`config.mk`:
```
export PLATFORM = sky130hd
export DESIGN_NAME = pill_time_entry
export DESIGN_NICKNAME = d
export VERILOG_FILES = /design/src/rtl/pillbox_pkg.sv /design/src/rtl/pill_key_edge.sv /design/src/rtl/pill_time_entry.sv
export SDC_FILE = /design/constraint.sdc
export NUM_CORES = 1
export LEC_CHECK = 0
export CELL_PAD_IN_SITES_DETAIL_PLACEMENT = 1
export CELL_PAD_IN_SITES_GLOBAL_PLACEMENT = 1
export CORE_UTILIZATION = 43
export DETAILED_ROUTE_END_ITERATION = 10
export PLACE_DENSITY_LB_ADDON = 0.1
export SETUP_SLACK_MARGIN = 0.1
export SLEW_MARGIN = 20
export SYNTH_ARGS = -nofsm -noshare
export SYNTH_HDL_FRONTEND = slang
export SYNTH_SLANG_ARGS = --single-unit
```
`constraint.sdc`:
```
create_clock -name clk -period 2.7 [get_ports clk]
set_clock_uncertainty 0.15 [all_clocks]
set_input_delay 0.405 -clock clk [delete_from_list [all_inputs] [get_ports clk]]
set_output_delay 0.405 -clock clk [all_outputs]
set_load 0.005 [all_outputs]
```
`src/rtl/pillbox_pkg.sv`:
```
// Shared key codes and dialogue state encoding for the pill-box schedule entry block.
package pillbox_pkg;

  localparam logic [3:0] KEY_SET  = 4'd10;
  localparam logic [3:0] KEY_CLR  = 4'd11;
  localparam logic [3:0] KEY_OK   = 4'd12;
  localparam logic [3:0] KEY_ESC  = 4'd13;
  localparam logic [4:0] KEY_NONE = 5'd16;

  typedef enum logic [1:0] {
    IDLE   = 2'd0,
    SLOT   = 2'd1,
    DIGITS = 2'd2
  } state_t;

endpackage

```
`src/rtl/pill_key_edge.sv`:
```
// One press event per full release of the keypad; press is combinational from keyvalue.
// Latency 0 (consumer registers it); no backpressure, key-to-key changes without release are dropped.
module pill_key_edge (
  input  logic       clk,
  input  logic       rst_n,
  input  logic [4:0] keyvalue,
  input  logic       keyfinish,
  output logic       press,
  output logic [3:0] code
);
  import pillbox_pkg::*;

  logic armed_q, armed_d;

  assign press = armed_q & ~keyvalue[4];
  assign code  = keyvalue[3:0];

  always_comb begin
    armed_d = armed_q;
    if (press) begin
      armed_d = 1'b0;
    end else if (keyfinish && (keyvalue == KEY_NONE)) begin
      armed_d = 1'b1;
    end
  end

  always_ff @(posedge clk or negedge rst_n) begin
    if (!rst_n) armed_q <= 1'b1;
    else        armed_q <= armed_d;
  end

endmodule

```
`src/rtl/pill_time_entry.sv`:
```
// Keypad dialogue SET, slot, HHMM, OK -> validated one-cycle schedule write plus status outputs.
// All outputs registered, one clock after the key appears; no backpressure, idle timeout aborts entry.
module pill_time_entry #(
  parameter int NUM_SLOTS   = 4,
  parameter int SLOT_W      = 2,
  parameter int TIMEOUT_CYC = 500_000_000,
  parameter int TO_W        = 29
) (
  input  logic              clk,
  input  logic              rst_n,
  input  logic [4:0]        keyvalue,
  input  logic              keyfinish,
  output logic              wr_valid,
  output logic [SLOT_W-1:0] wr_slot,
  output logic [4:0]        wr_hour,
  output logic [5:0]        wr_min,
  output logic              entry_active,
  output logic [15:0]       entry_bcd,
  output logic [2:0]        digit_cnt,
  output logic [3:0]        cur_slot,
  output logic              key_beep,
  output logic              err,
  output logic              timeout
);
  import pillbox_pkg::*;

  localparam logic [3:0]      MAX_SLOT = 4'(NUM_SLOTS);
  localparam logic [TO_W-1:0] TO_LAST  = TO_W'(TIMEOUT_CYC - 1);

  logic       press;
  logic [3:0] code;

  pill_key_edge u_key_edge (
    .clk       (clk),
    .rst_n     (rst_n),
    .keyvalue  (keyvalue),
    .keyfinish (keyfinish),
    .press     (press),
    .code      (code)
  );

  state_t            state_q, state_d;
  logic [TO_W-1:0]   to_q, to_d;
  logic [15:0]       bcd_q, bcd_d;
  logic [2:0]        cnt_q, cnt_d;
  logic [3:0]        slot_q, slot_d;
  logic              wr_valid_q, wr_valid_d;
  logic [SLOT_W-1:0] wr_slot_q, wr_slot_d;
  logic [4:0]        wr_hour_q, wr_hour_d;
  logic [5:0]        wr_min_q, wr_min_d;
  logic              beep_q, beep_d;
  logic              err_q, err_d;
  logic              timeout_q, timeout_d;

  logic [3:0] d0, d1, d2, d3;
  logic [4:0] hour_bin;
  logic [5:0] min_bin;
  logic       time_ok;
  logic       is_digit;

  assign d0 = bcd_q[15:12];
  assign d1 = bcd_q[11:8];
  assign d2 = bcd_q[7:4];
  assign d3 = bcd_q[3:0];

  // x*10 as x*8 + x*2; only the low tens bits matter once time_ok holds
  assign hour_bin = {d0[1:0], 3'b000} + {2'b00, d0[1:0], 1'b0} + {1'b0, d1};
  assign min_bin  = {d2[2:0], 3'b000} + {2'b00, d2[2:0], 1'b0} + {2'b00, d3};
  assign time_ok  = (cnt_q == 3'd4)
                  && ((d0 < 4'd2) || ((d0 == 4'd2) && (d1 < 4'd4)))
                  && (d2 < 4'd6);
  assign is_digit = (code <= 4'd9);

  always_comb begin
    state_d    = state_q;
    to_d       = to_q + 1'b1;
    bcd_d      = bcd_q;
    cnt_d      = cnt_q;
    slot_d     = slot_q;
    wr_valid_d = 1'b0;
    wr_slot_d  = wr_slot_q;
    wr_hour_d  = wr_hour_q;
    wr_min_d   = wr_min_q;
    beep_d     = 1'b0;
    err_d      = 1'b0;
    timeout_d  = 1'b0;

    if ((state_q == IDLE) || press) to_d = '0;

    if (press) begin
      unique case (state_q)
        IDLE: begin
          if (code == KEY_SET) begin
            state_d = SLOT;
            beep_d  = 1'b1;
          end
        end
        SLOT: begin
          if (is_digit && (code != 4'd0) && (code <= MAX_SLOT)) begin
            slot_d  = code;
            state_d = DIGITS;
            beep_d  = 1'b1;
          end else if ((code == KEY_CLR) || (code == KEY_ESC)) begin
            state_d = IDLE;
            bcd_d   = '0;
            cnt_d   = '0;
            slot_d  = '0;
            beep_d  = 1'b1;
          end else begin
            err_d = 1'b1;
          end
        end
        DIGITS: begin
          if (is_digit) begin
            if (cnt_q == 3'd4) begin
              err_d = 1'b1;
            end else begin
              case (cnt_q)
                3'd0:    bcd_d[15:12] = code;
                3'd1:    bcd_d[11:8]  = code;
                3'd2:    bcd_d[7:4]   = code;
                default: bcd_d[3:0]   = code;
              endcase
              cnt_d  = cnt_q + 3'd1;
              beep_d = 1'b1;
            end
          end else if (code == KEY_CLR) begin
            beep_d = 1'b1;
            if (cnt_q == 3'd0) begin
              state_d = SLOT;
              slot_d  = '0;
            end else begin
              case (cnt_q)
                3'd1:    bcd_d[15:12] = 4'd0;
                3'd2:    bcd_d[11:8]  = 4'd0;
                3'd3:    bcd_d[7:4]   = 4'd0;
                default: bcd_d[3:0]   = 4'd0;
              endcase
              cnt_d = cnt_q - 3'd1;
            end
          end else if (code == KEY_OK) begin
            if (time_ok) begin
              wr_valid_d = 1'b1;
              wr_slot_d  = SLOT_W'(slot_q - 4'd1);
              wr_hour_d  = hour_bin;
              wr_min_d   = min_bin;
              state_d    = IDLE;
              bcd_d      = '0;
              cnt_d      = '0;
              slot_d     = '0;
              beep_d     = 1'b1;
            end else begin
              err_d = 1'b1;
            end
          end else if (code == KEY_ESC) begin
            state_d = IDLE;
            bcd_d   = '0;
            cnt_d   = '0;
            slot_d  = '0;
            beep_d  = 1'b1;
          end else begin
            err_d = 1'b1;
          end
        end
        default: state_d = IDLE;
      endcase
    end else if ((state_q != IDLE) && (to_q == TO_LAST)) begin
      // a press in this same cycle takes the branch above instead
      state_d   = IDLE;
      bcd_d     = '0;
      cnt_d     = '0;
      slot_d    = '0;
      timeout_d = 1'b1;
      to_d      = '0;
    end
  end

  always_ff @(posedge clk or negedge rst_n) begin
    if (!rst_n) begin
      state_q    <= IDLE;
      to_q       <= '0;
      bcd_q      <= '0;
      cnt_q      <= '0;
      slot_q     <= '0;
      wr_valid_q <= 1'b0;
      wr_slot_q  <= '0;
      wr_hour_q  <= '0;
      wr_min_q   <= '0;
      beep_q     <= 1'b0;
      err_q      <= 1'b0;
      timeout_q  <= 1'b0;
    end else begin
      state_q    <= state_d;
      to_q       <= to_d;
      bcd_q      <= bcd_d;
      cnt_q      <= cnt_d;
      slot_q     <= slot_d;
      wr_valid_q <= wr_valid_d;
      wr_slot_q  <= wr_slot_d;
      wr_hour_q  <= wr_hour_d;
      wr_min_q   <= wr_min_d;
      beep_q     <= beep_d;
      err_q      <= err_d;
      timeout_q  <= timeout_d;
    end
  end

  assign wr_valid     = wr_valid_q;
  assign wr_slot      = wr_slot_q;
  assign wr_hour      = wr_hour_q;
  assign wr_min       = wr_min_q;
  assign entry_active = (state_q != IDLE);
  assign entry_bcd    = bcd_q;
  assign digit_cnt    = cnt_q;
  assign cur_slot     = slot_q;
  assign key_beep     = beep_q;
  assign err          = err_q;
  assign timeout      = timeout_q;

endmodule

```
## Word-level counts from Yosys, hierarchy flattened

Cells that the tools add are included.

| cells by class | value |
|---|---|
| add/sub/neg operators | 8 |
| bitwise gates (word level) | 4 |
| reduce and logical (&&, ||, !) cells | 26 |
| eq/ne operators | 34 |
| order comparisons | 5 |
| mux-type cells | 88 |

Operators by type and width:

| operator | count |
|---|---|
| 16-bit two-way mux | 11 |
| 29-bit two-way mux | 3 |
| 4-bit two-way mux | 18 |
| 10-bit AND reduction | 4 |
| 3-bit two-way mux | 11 |
| 16-bit one-hot mux with 2 select lines | 1 |
| 29-bit by 1-bit adder with 29-bit output, second input constant | 1 |
| 29-bit == test, second input constant | 1 |
| 1-bit two-way mux | 28 |
| 2-bit two-way mux | 11 |
| 4-bit inequality test, second input constant | 5 |
| 5-bit inequality test, second input constant | 4 |
| 4-bit == test, second input constant | 4 |
| 5-bit by 4-bit inequality test with 1-bit output, second input constant | 3 |
| 7-bit AND reduction | 2 |
| 6-bit by 4-bit adder with 6-bit output | 2 |
| 6-bit inequality test, second input constant | 2 |
| 3-bit inequality test, second input constant | 3 |
| 4-bit by 3-bit < comparator with 1-bit output, second input constant | 2 |
| 4-bit by 3-bit inequality test with 1-bit output, second input constant | 2 |
| 4-bit one-hot mux with 2 select lines | 1 |
| 8-bit AND reduction | 1 |
| 1-bit logical AND | 7 |
| 3-bit by 2-bit == test with 1-bit output, second input constant | 2 |
| 29 further kinds | 36 |

| storage, ports and cells | value |
|---|---|
| output and inout bits | 41 |
| register bits | 72 |

## Logic depth before layout (Yosys ltp)

Gate-level depths: netlist (run 1).

| logic depth | value |
|---|---|
| depth in word-level cells | 11 |
| depth in mapped cells | 9 |
| depth with buffers taken out | 9 |

## Modules after synthesis

From an unflattened synthesis (run 1), not the netlist that was laid out.

| second synthesis, totals | value |
|---|---|
| cells, all modules | 394 |
| area, all modules | 4027.6 um^2 |

Modules (own cells, without submodules):

| module | area each (um^2) | seq. area each (um^2) | cells each | instances |
|---|---|---|---|---|
| pill_time_entry | 3941.3 | 1776.7 | 385 | 1 |
| pill_key_edge | 86.3 | 26.3 | 9 | 1 |

## Worst setup path after synthesis (run 1)

OpenSTA, ideal clock, no wires.

| timing path | value |
|---|---|
| kind | reg2reg |
| from | register state_q[0] |
| to | register bcd_q[12], in the netlist entry_bcd[12] |
| slack | 0.382 ns |
| stages on the path, launching flop included | 9 |
| path buffers | 1 |
| setup time | 0.125 ns |
| arrival | 2.043 ns |
| data required time | 2.425 ns |
| cell sequence | dfrtp_1 inv_1 ha_1 clkbuf_1 a22oi_1 a211oi_1 o21a_1 o211a_1 mux2_2 |

| between the ends | value |
|---|---|
| longest elaborated chain between the ends | 4 |

RTL lines:

| item | line | source |
|---|---|---|
| start, declared | pill_time_entry.sv:42 | `state_t state_q, state_d;` |
| start signal, assigned | pill_time_entry.sv:193 | `state_q <= state_d;` |
| branches (longest 4 deep; another with 10-bit AND reduction) | -- |  |
| end signal, assigned | pill_time_entry.sv:182 | `bcd_q <= '0;` |
| end signal, assigned | pill_time_entry.sv:195 | `bcd_q <= bcd_d;` |
| end, declared | pill_time_entry.sv:44 | `logic [15:0] bcd_q, bcd_d;` |

Several ways; the timed one is not identified.
A chain may end at the register's enable or synchronous reset.

## Worst setup path after layout (run 1)

| timing path | value |
|---|---|
| from | register to_q[21] |
| to | register bcd_q[11], in the netlist entry_bcd[11] |

| between the ends | value |
|---|---|
| longest elaborated chain between the ends | 4 |

RTL lines:

| item | line | source |
|---|---|---|
| start, declared | pill_time_entry.sv:43 | `logic [TO_W-1:0] to_q, to_d;` |
| start signal, assigned | pill_time_entry.sv:194 | `to_q <= to_d;` |
| 29-bit == test | pill_time_entry.sv:167 | `end else if ((state_q != IDLE) && (to_q == TO_LAST)) begin` |
| 1-bit logical AND | pill_time_entry.sv:167 |  |
| 2-bit nonzero test (no line) | -- |  |
| 10-bit AND reduction (no line) | -- |  |

Every way passes these cells.

==> metrics, run 1 <==
fmax 389.4 MHz; max capacitance violation total 0; Tcrit/Tclk final 0.9510; Total GRT Usage 0.2405; type of origin of the critical path flop; syn nets 435; Cells after Synth 405; register area 0.001803 sq mm; most common cell in the netlist dfrtp_1; clk_lat worst skew 0.34 ns; placed inst area 0.004901 sq mm; total power 0.002124 W; FF-to-FF setup slack 0.13 ns; post-synthesis sequential element count 72; CP top delay family simple AND/OR/NAND/NOR gates; htree depth 3; Netlist cell types 60; CP Max Fanout 4; Synth top cells by count dfrtp_1, nand2_1, nor2_1; first-pass GRT wire length 18560 microns; DP Cell Count 593; PD cells 411.5 mW/mm^2; leak pwr 2.325 nW; top post-synthesis cells by area dfrtp_1, ha_1, nand2_1; hold endpoint wr_min[0]$_DFFE_PN0P_; Starting Density 0.4498; Avg Inst Size Synth 9.827 sq um; drt first pass iters 7; routability congestion estimate 0.8967; share of the synthesized area in the top cell type 0.4464; status finished, violations left; clock sink count 72; max_slew headroom 0.5926; count of final hold-check violations 0; fillers 1010; FF-to-FF End entry_bcd[11]$_DFFE_PN0P_; pin count of the biggest net entering global routing 48; worst r2r src to_q[21]$_DFF_PN0_; gr ovfl total 0; IO Count 49; Req. time, crit path 2.77 ns; hpwl dp 8229 microns; Final min period 2.568 ns; Root Buffer Master clkbuf_8; largest stage delay on the critical path 0.56 ns; # setup viols final 0; die height 98.21 microns; HP Start wr_min[0]$_DFFE_PN0P_; Hold Crit Depth 2; Combinational Power Share 0.052; design area 0.005161 sq mm; final core occ 0.5833; VDD IR max 0.0002748 V; Multi-input gate area 0.002077 sq mm; r2r worst-path depth 6; initial antenna violation count 0; Slowest-stage cell, CP or4_4; Antenna diodes 0; Via density 5.565; DR DRC count 4; share of layout cells above drive strength 1 0.1786; TritonCTS buffer count 9; Async SR Flop Fraction 1.000; Internal 0.001649 W; row cnt 34; Post-synth EDFFs 0; vias in the first global route 3651; routed wire length 10840 microns; yosys warns 0; core box area 0.008848 sq mm; DR WL/cell 17.71 microns; critical path type flop to flop; Least-Margin Pin Slew 0.6112 ns; max-slew violation count 0; NetSw 0.0004748 W; WP buf/inv 0; Reg power frac 0.508; TritonCTS clock tree yes; RSZ-0062 raised after global routing yes; Hold Path Class flop to flop; routed vias 3406; CP endpoint kind flop; Primary FF master, synth dfrtp_1; # nets final 529; area of the die 0.009644 sq mm; switching fraction of total power 0.2236; clock network fraction of design power 0.440; maximum buffer depth of the clock tree 2; drt initial violations 100; crit path DAT 2.64 ns; Worst-path clk slew 0.08 ns; Syn Std Cell Area 0.003980 sq mm; DIE WIDTH 98.21 microns; Seq/Total Area, Yosys 0.4530; Synth area leader dfrtp_1; Syn-to-layout area delta 29.68%; number of port buffers 48; setup_tns 0 ns; Finished Layout Cells 612; failing checks DRC; worst-path cell chain or4_4 -> nor4_4 -> nand3_2 -> nor2_2 -> o211a_1 -> mux2_2; Routed Antenna Nets 0
-- cell usage in the layout, fill, tap and decap left out, drive strengths merged, types with 5 or more instances in the layout --
cell type,n
mux2,17
ha,19
clkbuf,11
mux2i,5
nand2,53
or3,6
xnor2,15
xor2,15
dfrtp,71
inv,16
nand4,12
nor4,6
nor2,37
nand3,9
buf,49
and3,9
nor3,14
clkdlybuf4s50,47
a21oi,10
o21ai,23
-- per-stage QoR --
stage	setup slack (ns)	hold slack, ns
floorplan	0.3822	-0.04059
global placement	-0.1303	0.3070
detailed placement	-0.1781	0.3115
CTS	0.1405	0.3312
global route	0.03299	0.3479
finish	0.1323	0.3240
-- worst register-to-register path: cells and delay by family, from the launching register on --
| kind | cells | cell delay (ns) |
|---|---|---|
| compound gates | 1 | 0.26 |
| flops | 1 | 0.40 |
| mux | 1 | 0.36 |
| simple gates | 4 | 1.29 |
-- kinds of logic (layout without fill, tap and decap cells) --
kind of cell    after synthesis  count (layout)  synth area share
flops                        72              72            0.4530
mux                          22              22           0.06067
xor+xnor                     30              30           0.06602
buf+inv                      30             129           0.03081
simple gates                167             167            0.2125
fa+ha+maj                    23              23           0.07734
compound gates               61              61           0.09966
-- flip-flops by register name (all words and copies together) (netlist names), 2 cells and up --
signal and count:
digit_cnt 3, cur_slot 4, state_q 2, wr_min 6
wr_slot 2, entry_bcd 16, wr_hour 5, to_q 29
-- worst max-delay path by stage --
stage                                      start                         to  slack [ns]  depth (start not counted)
after floorplan           state_q[0]$_DFFE_PN0P_  entry_bcd[12]$_DFFE_PN0P_        0.38                          8
after global placement               keyvalue[1]  entry_bcd[11]$_DFFE_PN0P_       -0.13                          7
after detailed placement             keyvalue[1]  entry_bcd[11]$_DFFE_PN0P_       -0.18                          7
after global routing          to_q[21]$_DFF_PN0_    cur_slot[0]$_DFFE_PN0P_        0.03                          6
final                         to_q[21]$_DFF_PN0_  entry_bcd[11]$_DFFE_PN0P_        0.13                          6
after CTS                     to_q[21]$_DFF_PN0_    cur_slot[1]$_DFFE_PN0P_        0.14                          6
-- layout make-up --
class,count,share of cell area
multi-input cells,303,0.4024
flip-flops and latches,72,0.3493
repair buffers,97,0.1692
well taps,108,0.02618
clock buffers,11,0.02545
clock inverters,5,0.01576
inverters,16,0.01164
-- metal layers --
layer | wire, microns | GRT usage | share of wire
met2 | 5469 | 0.4209 | 0.50
met3 | 267 | 0.03436 | 0.025
met5 | 0 | 0 | 0
met1 | 4984 | 0.3157 | 0.46
met4 | 115 | 0.05511 | 0.011
-- timing repair --
item,in CTS,in global routing
endpoints found under the hold margin,45,0
setup endpoints to repair,0,18
resized for setup,0,4
hold buffers,1,0
buffers inserted,0,2
-- power by group through the flow --
stage / Sequential (W) / Combinational [W] / Clock (W)
floorplan: 0.00110 / 0.0000323 / 0
global route: 0.00108 / 0.000124 / 0.00101
CTS: 0.00108 / 0.000112 / 0.000962
detailed placement: 0.00110 / 0.000111 / 0
global placement: 0.00110 / 0.000107 / 0
finish: 0.00108 / 0.000111 / 0.000934
Note: power is estimated with default switching activity, not from simulation.
==> run 2, diff against run 1 <==
clock period = 2.61 ns   (was 2.7 ns; I/O delays follow)
==> metrics, run 2 (synthesis results as in run 1) <==
worst r2r src to_q[21]$_DFF_PN0_; clk_lat worst skew 0.35 ns (about the same); switching fraction of total power 0.2279 (+0.004332); design area 0.005308 sq mm (+2.8%); IO Count 49 (unchanged); Total GRT Usage 0.2454 (+0.004904); count of final hold-check violations 0 (unchanged); number of flip-flops in the largest register 29 (unchanged); type of origin of the critical path input pin; core box area 0.008848 sq mm (unchanged); DR WL/cell 18.36 microns (+3.7%); most frequent cells in the layout dfrtp_1, buf_4, nand2_1; WHS 0.01390 ns (-0.3101 ns); first-pass GRT wire length 18750 microns (+1.0%); # nets final 542 (+2.5%); Crit. Startpoint keyvalue[2]; Syn-to-layout area delta 33.35%; area of the die 0.009644 sq mm (unchanged); failing checks DRC; drt initial violations 104 (+4.0%); DIE WIDTH 98.21 microns (unchanged); r2r worst-path depth 7 (+1); critical path type input pin to flop; max_slew headroom 0.3832 (-0.2093); maximum buffer depth of the clock tree 2 (unchanged); Routed Antenna Nets 0 (unchanged); drt first pass iters 8 (+1); max-slew violation count 0 (unchanged); vias in the first global route 3727 (+2.1%); hpwl dp 7839 microns (-4.7%); Req. time, crit path 2.69 ns (-0.08 ns); Reg with most FFs to_q; Starting Density 0.4498 (unchanged); NetSw 0.0005016 W (+5.6%); Least-Margin Pin Slew 0.9251 ns (+0.3140 ns); critical path endpoint entry_bcd[4]$_DFFE_PN0P_; pin count of the biggest net entering global routing 73 (+52%); clock network fraction of design power 0.444 (+0.004); RSZ-0062 raised after global routing yes; CP Max Fanout 7 (+3); Internal 0.001699 W (+3.1%); clock sink count 72 (unchanged); DR DRC count 4 (unchanged); Via density 5.590 (+0.45%); initial antenna violation count 0 (unchanged); max capacitance violation total 0 (unchanged); Final min period 2.594 ns; CP endpoint kind flop; routability congestion estimate 0.9006 (+0.43%); placed inst area 0.004906 sq mm (+0.10%); Antenna diodes 0 (unchanged); Combinational Power Share 0.050 (-0.002); VDD IR max 0.0002043 V (-26%); number of port buffers 48 (unchanged); htree depth 3 (unchanged); CTS hold repair buffers 0 (-1); largest stage delay on the critical path 0.54 ns (-0.02 ns); status finished, violations left; Slowest-stage cell, CP clkdlybuf4s50_1; row cnt 34 (unchanged); fmax 385.5 MHz; TritonCTS clock tree yes; total power 0.002201 W (+3.6%); Tcrit/Tclk final 0.9938; TritonCTS buffer count 9 (unchanged); commonest non-fill, non-tap cell in the layout dfrtp_1; FF-to-FF setup slack 0.02 ns (-0.12 ns); routed wire length 11480 microns (+5.9%); Root Buffer Master clkbuf_8; FF-to-FF End entry_bcd[4]$_DFFE_PN0P_; gr ovfl total 0 (unchanged); fillers 1022 (+1.2%); worst-path cell chain clkdlybuf4s50_1 -> and4b_1 -> and3_1 -> a211oi_1 -> o21a_2 -> a31oi_1 -> buf_4 -> mux2_4; leak pwr 2.380 nW (+2.3%); # setup viols final 0 (unchanged); PD cells 414.7 mW/mm^2 (+0.78%); die height 98.21 microns (unchanged); share of layout cells above drive strength 1 0.2147 (+0.03613); routed vias 3494 (+2.6%); Reg power frac 0.507 (about the same); crit path DAT 2.68 ns (+0.04 ns); setup_tns 0 ns (unchanged); Hold Path Class input pin to asynchronous set/reset pin; Worst-path clk slew 0.08 ns (about the same)
run 2: changes by cell type in the layout (fill, tap and decap cells not counted), moves of 2 or more:
| cell | change |
|---|---|
| o211a_1 | -2 |
| mux2_2 | -7 |
| o211a_4 | +2 |
| mux2_4 | +7 |
| buf_4 | +16 |
| buf_12 | -2 |
run 2: worst min path at each step:
stage,startpoint,endpoint
2_1_floorplan,rst_n,cur_slot[0]$_DFFE_PN0P_
4_1_cts,rst_n,to_q[23]$_DFF_PN0_
3_3_place_gp,wr_min[0]$_DFFE_PN0P_,wr_min[0]$_DFFE_PN0P_
3_5_place_dp,wr_min[3]$_DFFE_PN0P_,wr_min[3]$_DFFE_PN0P_
5_1_grt,rst_n,to_q[19]$_DFF_PN0_
6_report,rst_n,to_q[23]$_DFF_PN0_
run 2: worst max-delay path: cells and delay by family:
kind,cells,cell delay [ns]
AO/OA/AOI/OAI,3,0.79
buffers and inverters,2,0.72
multiplexers,1,0.31
AND/OR/NAND/NOR,2,0.45
run 2: stage by stage:
step	utilization	setup WS, ns	std cells
after detailed placement	0.5544	-0.2970	597
final	0.5998	0.01611	625
after CTS	0.5830	0.08156	615
after floorplan	-	0.2922	405
after global placement	0.5544	-0.2079	597
after global routing	0.5998	-0.07285	625
run 2: routing by layer:
metal  vias up  part of all wire  track usage
li1       1636                 -            -
met1      1742              0.43       0.3011
met5         -                 0            0
met2        85              0.50       0.4307
met4         0             0.031      0.09874
met3        31             0.034      0.03937
run 2: area by class of cell:
| cell class | count | area [sq um] | area share |
|---|---|---|---|
| sequential | 72 | 1803 | 0.3397 |
| clock inverter | 5 | 81.33 | 0.01532 |
| multi-input combinational | 303 | 2151 | 0.4052 |
| inverter | 16 | 60.06 | 0.01132 |
| tap | 108 | 135.1 | 0.02546 |
| clock buffer | 11 | 131.4 | 0.02475 |
| timing repair buffer | 110 | 945.9 | 0.1782 |
run 2: repair_timing:
action | in CTS | in global routing
buffers inserted | 2 | 10
setup endpoints to repair | 12 | 19
resized for setup | 4 | 18
pin swaps | 0 | 3
run 2: power groups by stage:
stage	sequential (W)	clock, W	combinational, W
4_1_cts	0.00112	0.000996	0.000106
6_report	0.00112	0.000976	0.000109
5_1_grt	0.00112	0.00104	0.000121
3_5_place_dp	0.00114	0	0.000105
3_3_place_gp	0.00114	0	0.000102
2_1_floorplan	0.00114	0	0.0000334
